$ cat src/rtl/dmem_ctrl_pkg.sv
// ============================================================================
// dmem_ctrl_pkg : shared state encodings and sizing helpers for dmem_ctrl
// Revision 1.0
// ============================================================================
`default_nettype none

package dmem_ctrl_pkg;

    typedef enum logic [1:0] {
        DMEM_IDLE = 2'd0,
        DMEM_BUSY = 2'd1,
        DMEM_DONE = 2'd2
    } dmem_state_e;

    localparam int DMEM_TIMEOUT_DEF = 15;

    // Counter must be able to represent TIMEOUT itself so it can saturate there.
    function automatic int dmem_cnt_width(input int timeout);
        return $clog2(timeout + 1);
    endfunction

endpackage

`default_nettype wire

$ cat src/rtl/dmem_timeout_cnt.sv
// ============================================================================
// dmem_timeout_cnt : saturating BUSY-cycle counter with expiry flag
// Revision 1.0
// ============================================================================
`default_nettype none

module dmem_timeout_cnt
    import dmem_ctrl_pkg::*;
#(
    parameter int TIMEOUT = DMEM_TIMEOUT_DEF
)
(
    input  logic clk,
    input  logic rst,
    input  logic clear_i,
    input  logic enable_i,
    output logic expired_o
);

    localparam int             CNT_W  = dmem_cnt_width(TIMEOUT);
    localparam logic [CNT_W-1:0] c_last = CNT_W'(TIMEOUT - 1);
    localparam logic [CNT_W-1:0] c_sat  = CNT_W'(TIMEOUT);
    localparam logic [CNT_W-1:0] c_one  = CNT_W'(1);

    logic [CNT_W-1:0] cnt_q;
    logic [CNT_W-1:0] cnt_d;

    always_comb begin
        cnt_d = cnt_q;
        if (clear_i) begin
            cnt_d = '0;
        end else if (enable_i && (cnt_q != c_sat)) begin
            cnt_d = cnt_q + c_one;
        end
    end

    always_ff @(posedge clk or negedge rst) begin
        if (!rst) begin
            cnt_q <= '0;
        end else begin
            cnt_q <= cnt_d;
        end
    end

    // Expiry marks the final BUSY cycle, so the FSM can abort on that edge.
    assign expired_o = (cnt_q == c_last);

endmodule

`default_nettype wire

$ cat src/rtl/dmem_ctrl.sv
// ============================================================================
// dmem_ctrl : M-stage load/store to req/ack data-memory bus bridge with stall
// Revision 1.0
// ============================================================================
`default_nettype none

module dmem_ctrl
    import dmem_ctrl_pkg::*;
#(
    parameter int AW      = 32,
    parameter int DW      = 32,
    parameter int TIMEOUT = DMEM_TIMEOUT_DEF
)
(
    input  logic          clk,
    input  logic          rst,
    input  logic          memwriteM,
    input  logic          memtoregM,
    input  logic [AW-1:0] aluoutM,
    input  logic [DW-1:0] writedataM,
    output logic          stallM,
    output logic [DW-1:0] readdataM,
    output logic          err_align,
    output logic          err_timeout,
    output logic          mem_req,
    output logic          mem_we,
    output logic [AW-1:0] mem_addr,
    output logic [DW-1:0] mem_wdata,
    input  logic [DW-1:0] mem_rdata,
    input  logic          mem_ack
);

    dmem_state_e   state_q, state_d;
    logic          req_q, req_d;
    logic          we_q, we_d;
    logic [AW-1:0] addr_q, addr_d;
    logic [DW-1:0] wdata_q, wdata_d;
    logic [DW-1:0] rdata_q, rdata_d;
    logic          errto_q, errto_d;

    logic          w_access;
    logic          w_misaligned;
    logic          w_stall;
    logic          w_err_align;
    logic          w_cnt_clear;
    logic          w_cnt_en;
    logic          w_expired;

    assign w_access     = memwriteM | memtoregM;
    assign w_misaligned = (aluoutM[1:0] != 2'b00);

    dmem_timeout_cnt #(
        .TIMEOUT (TIMEOUT)
    ) u_timeout_cnt (
        .clk       (clk),
        .rst       (rst),
        .clear_i   (w_cnt_clear),
        .enable_i  (w_cnt_en),
        .expired_o (w_expired)
    );

    always_comb begin
        state_d     = state_q;
        req_d       = req_q;
        we_d        = we_q;
        addr_d      = addr_q;
        wdata_d     = wdata_q;
        rdata_d     = rdata_q;
        errto_d     = 1'b0;
        w_stall     = 1'b0;
        w_err_align = 1'b0;
        w_cnt_clear = 1'b0;
        w_cnt_en    = 1'b0;

        case (state_q)
            DMEM_IDLE: begin
                if (w_access) begin
                    if (w_misaligned) begin
                        w_err_align = 1'b1;
                    end else begin
                        w_stall     = 1'b1;
                        w_cnt_clear = 1'b1;
                        req_d       = 1'b1;
                        we_d        = memwriteM;
                        addr_d      = {aluoutM[AW-1:2], 2'b00};
                        wdata_d     = writedataM;
                        state_d     = DMEM_BUSY;
                    end
                end
            end
            DMEM_BUSY: begin
                w_stall  = 1'b1;
                w_cnt_en = 1'b1;
                // An ack on the expiry cycle still completes the access cleanly.
                if (mem_ack) begin
                    if (!we_q) begin
                        rdata_d = mem_rdata;
                    end
                    req_d   = 1'b0;
                    state_d = DMEM_DONE;
                end else if (w_expired) begin
                    rdata_d = '0;
                    errto_d = 1'b1;
                    req_d   = 1'b0;
                    state_d = DMEM_DONE;
                end
            end
            DMEM_DONE: begin
                state_d = DMEM_IDLE;
            end
            default: begin
                req_d   = 1'b0;
                state_d = DMEM_IDLE;
            end
        endcase
    end

    always_ff @(posedge clk or negedge rst) begin
        if (!rst) begin
            state_q <= DMEM_IDLE;
            req_q   <= 1'b0;
            we_q    <= 1'b0;
            addr_q  <= '0;
            wdata_q <= '0;
            rdata_q <= '0;
            errto_q <= 1'b0;
        end else begin
            state_q <= state_d;
            req_q   <= req_d;
            we_q    <= we_d;
            addr_q  <= addr_d;
            wdata_q <= wdata_d;
            rdata_q <= rdata_d;
            errto_q <= errto_d;
        end
    end

    // Combinational flags are masked so nothing escapes while reset is held.
    assign stallM      = w_stall & rst;
    assign err_align   = w_err_align & rst;
    assign err_timeout = errto_q;
    assign readdataM   = (state_q == DMEM_DONE) ? rdata_q : '0;
    assign mem_req     = req_q;
    assign mem_we      = we_q;
    assign mem_addr    = addr_q;
    assign mem_wdata   = wdata_q;

endmodule

`default_nettype wire

$ cat config.mk
export PLATFORM = sky130hd
export DESIGN_NAME = dmem_ctrl
export DESIGN_NICKNAME = d
export VERILOG_FILES = /design/src/rtl/dmem_ctrl_pkg.sv /design/src/rtl/dmem_timeout_cnt.sv /design/src/rtl/dmem_ctrl.sv
export SDC_FILE = /design/constraint.sdc
export NUM_CORES = 1
export LEC_CHECK = 0
export ABC_AREA = 1
export CORE_MARGIN = 8
export CORE_UTILIZATION = 42
export DETAILED_ROUTE_END_ITERATION = 6
export MAX_ROUTING_LAYER = met4
export PLACE_DENSITY = 0.88
export SLEW_MARGIN = 10
export SYNTH_ARGS = -nofsm -noshare
export SYNTH_HDL_FRONTEND = slang
export SYNTH_SLANG_ARGS = --single-unit
$ cat constraint.sdc
create_clock -name clk -period 2.68 [get_ports clk]
set_input_delay 0.536 -clock clk [delete_from_list [all_inputs] [get_ports clk]]
set_output_delay 0.536 -clock clk [all_outputs]
set_load 0.005 [all_outputs]
==> flow_metrics.tcl <==
set metrics [dict create \
    post-synth-top-count-cell "nand2_1" \
    synthCells 531 \
    row_count 37 \
    p_leak_nw 3.21 \
    antenna_found_initial 0 \
    netlist.top_cell.by_area "dfrtp_1" \
    hold_viol 0 \
    netlist-cell-type-count 24 \
    cap_viol_max_count 0 \
    ys_ff_latch 103 \
    port_buffers 199 \
    die_h_microns 119 \
    htreeDepth 3 \
    utilization_pct 65.2 \
    cts.hold.buffers_added 0 \
    synthArstFlopShare_pct 100 \
    clk_pin_slew_ps 90 \
    placed_area_sq_um 6580 \
    synth_edf_count 0 \
    critPathArrivalTime_ps 2040 \
    synth_area_leaders "dfrtp_1, nand2_1, o21ai_2" \
    gp_congestion 0.797 \
    reg2reg_from "state_q[1]" \
    max_slew_margin_pct 52.0 \
    drtAntennaViolNets 0 \
    insertion_delay_ps 350 \
    status "complete, no violations" \
    postSynthAreaPerCell_sq_um 8.46 \
    coreArea_sq_um 10400 \
    numCtsBuffers 9 \
    nFillCells 828 \
    dr_total_vias 4022 \
    ir_drop_uv 371 \
    required_ps 2140 \
    areaGrowthSynthToFinish_pct 50.4 \
    overflow 0 \
    timing.fmax_ghz 0.387 \
    postCtsSetupBuffers 0 \
    skew_ps 10.9 \
    die_w_microns 119 \
    synth_commonest_cells "nand2_1, dfrtp_1, inv_1" \
    synth_top_area_share_pct 57.3 \
    critPathCaptureType "output port" \
    clk_path_buf_depth 2 \
    rsz0062_at_grt "no" \
    fin_ws_ps 99.1 \
    cp_max_fo 3 \
    initial_utilization_pct 43.3 \
    synth_flop_cell "dfrtp_1" \
    grt_max_degree 73 \
    finalSetupViolCount 0 \
    grt_pass1_wl_mm 21.2 \
    wl_per_cell_microns 14.8 \
    layoutNonFillerInstCount 863 \
    grtUsageTotal_pct 18.5 \
    slew_viol_final 0 \
    grt_pass1_vias 4225 \
    ios 202 \
    die-area_sq_um 14300 \
    drc 0 \
    cts_resized 0 \
    dr.first_iter.drc_count 274 \
    syn_area_sq_um 4490 \
    multi_input_area_sq_um 1590 \
    place_inst 848 \
    worst_pin_slew_ps 719 \
    clock-sinks 103 \
    hp-class "in -> async" \
    synth_warnings 0 \
    root_buffer "clkbuf_8" \
    synth-seq-area-share_pct 57.3 \
    nNetsFinal 826 \
    startpoint "memwriteM" \
    min_period_ps 2580 \
    drive_above_1_share_pct 8.67 \
    seq_area_sq_um 2580 \
    dp_slack_ps 93.5 \
    period_share_pct 96.3 \
    first_pass_iters 6 \
    power_density_nw_per_um2 676 \
    dp_hpwl_mm 9.78 \
    final_area_sq_um 6760 \
    critPathKind "in -> out" \
    crit_path_start_kind "input port" \
    totalWireLength_mm 12.8 \
    tns_ps 0 \
    diodes 0 \
    cts_tree "done" \
    viasPerCell 4.66 \
]
cell families after synthesis:
family | count (synthesis) | share of synthesized area, %
buffers and inverters | 70 | 7.27
DFF | 103 | 57.3
AOI/OAI and AO/OA | 39 | 7.02
and+or+nand+nor | 316 | 27.7
other | 1 | 0.0834
adders and majority gates | 2 | 0.557
report_power, final:
group	total, mW	switching, mW	internal (mW)
clock	0.927	0.501	0.425
combinational	1.45	0.626	0.824
sequential	2.19	0.241	1.95
path summary, 6_finish.rpt:
path / end / slack, ps / cells after the start
worst max-delay path: err_align / 100 / 6
worst min-delay path: mem_we / 310 / 2
worst max register to register: mem_wdata[14] / 860 / 7
worst min register to register: mem_wdata[10] / 480 / 2
max in group asynchronous: rdata_q[4] / 1900 / 2
min in group clk: mem_wdata[10] / 480 / 2
placed cells by master (no fill, tap or decap), types with 8 or more instances in the layout:
cell	instances
inv_1	41
dfrtp_1	103
nand2_1	265
o21ai_2	32
buf_4	8
nand3_1	8
clkbuf_8	9
clkdlybuf4s50_1	198
nor2_1	33
state kept, by name (all words and copies together), names as in the netlist:
register and flops:
mem_wdata 32, mem_req 1, state_q 2, mem_addr 30
rdata_q 32, err_timeout 1, mem_we 1, u_timeout_cnt.cnt_q 4
layout make-up:
| class | count | area share, % |
|---|---|---|
| multi-input combinational | 359 | 23.6 |
| tap | 136 | 2.52 |
| clock buffer | 11 | 1.94 |
| inverter | 42 | 2.33 |
| sequential | 103 | 38.1 |
| clock inverter | 4 | 0.703 |
| timing repair buffer | 208 | 30.8 |
through the flow:
step           hold slack, ps  total power [mW]
2_1_floorplan             240              2.79
4_1_cts                   324              4.64
3_5_place_dp              461              3.69
6_report                  311              4.57
3_3_place_gp              460              3.62
5_1_grt                   348              4.87
routing by layer:
layer,track usage (%),vias up,wire [microns]
met2,28.0,177,5730
li1,-,1969,-
met4,5.70,0,229
met1,22.6,1856,5640
met5,-,-,0
met3,6.99,20,1210
critical path, cell delays in order:
cell             delay [ps]
clkdlybuf4s50_1         450
inv_1                    50
nand2_1                 140
nand2_1                  70
nor4_1                  210
clkdlybuf4s50_1         590
No activity file was read; power rests on OpenSTA's default activity.
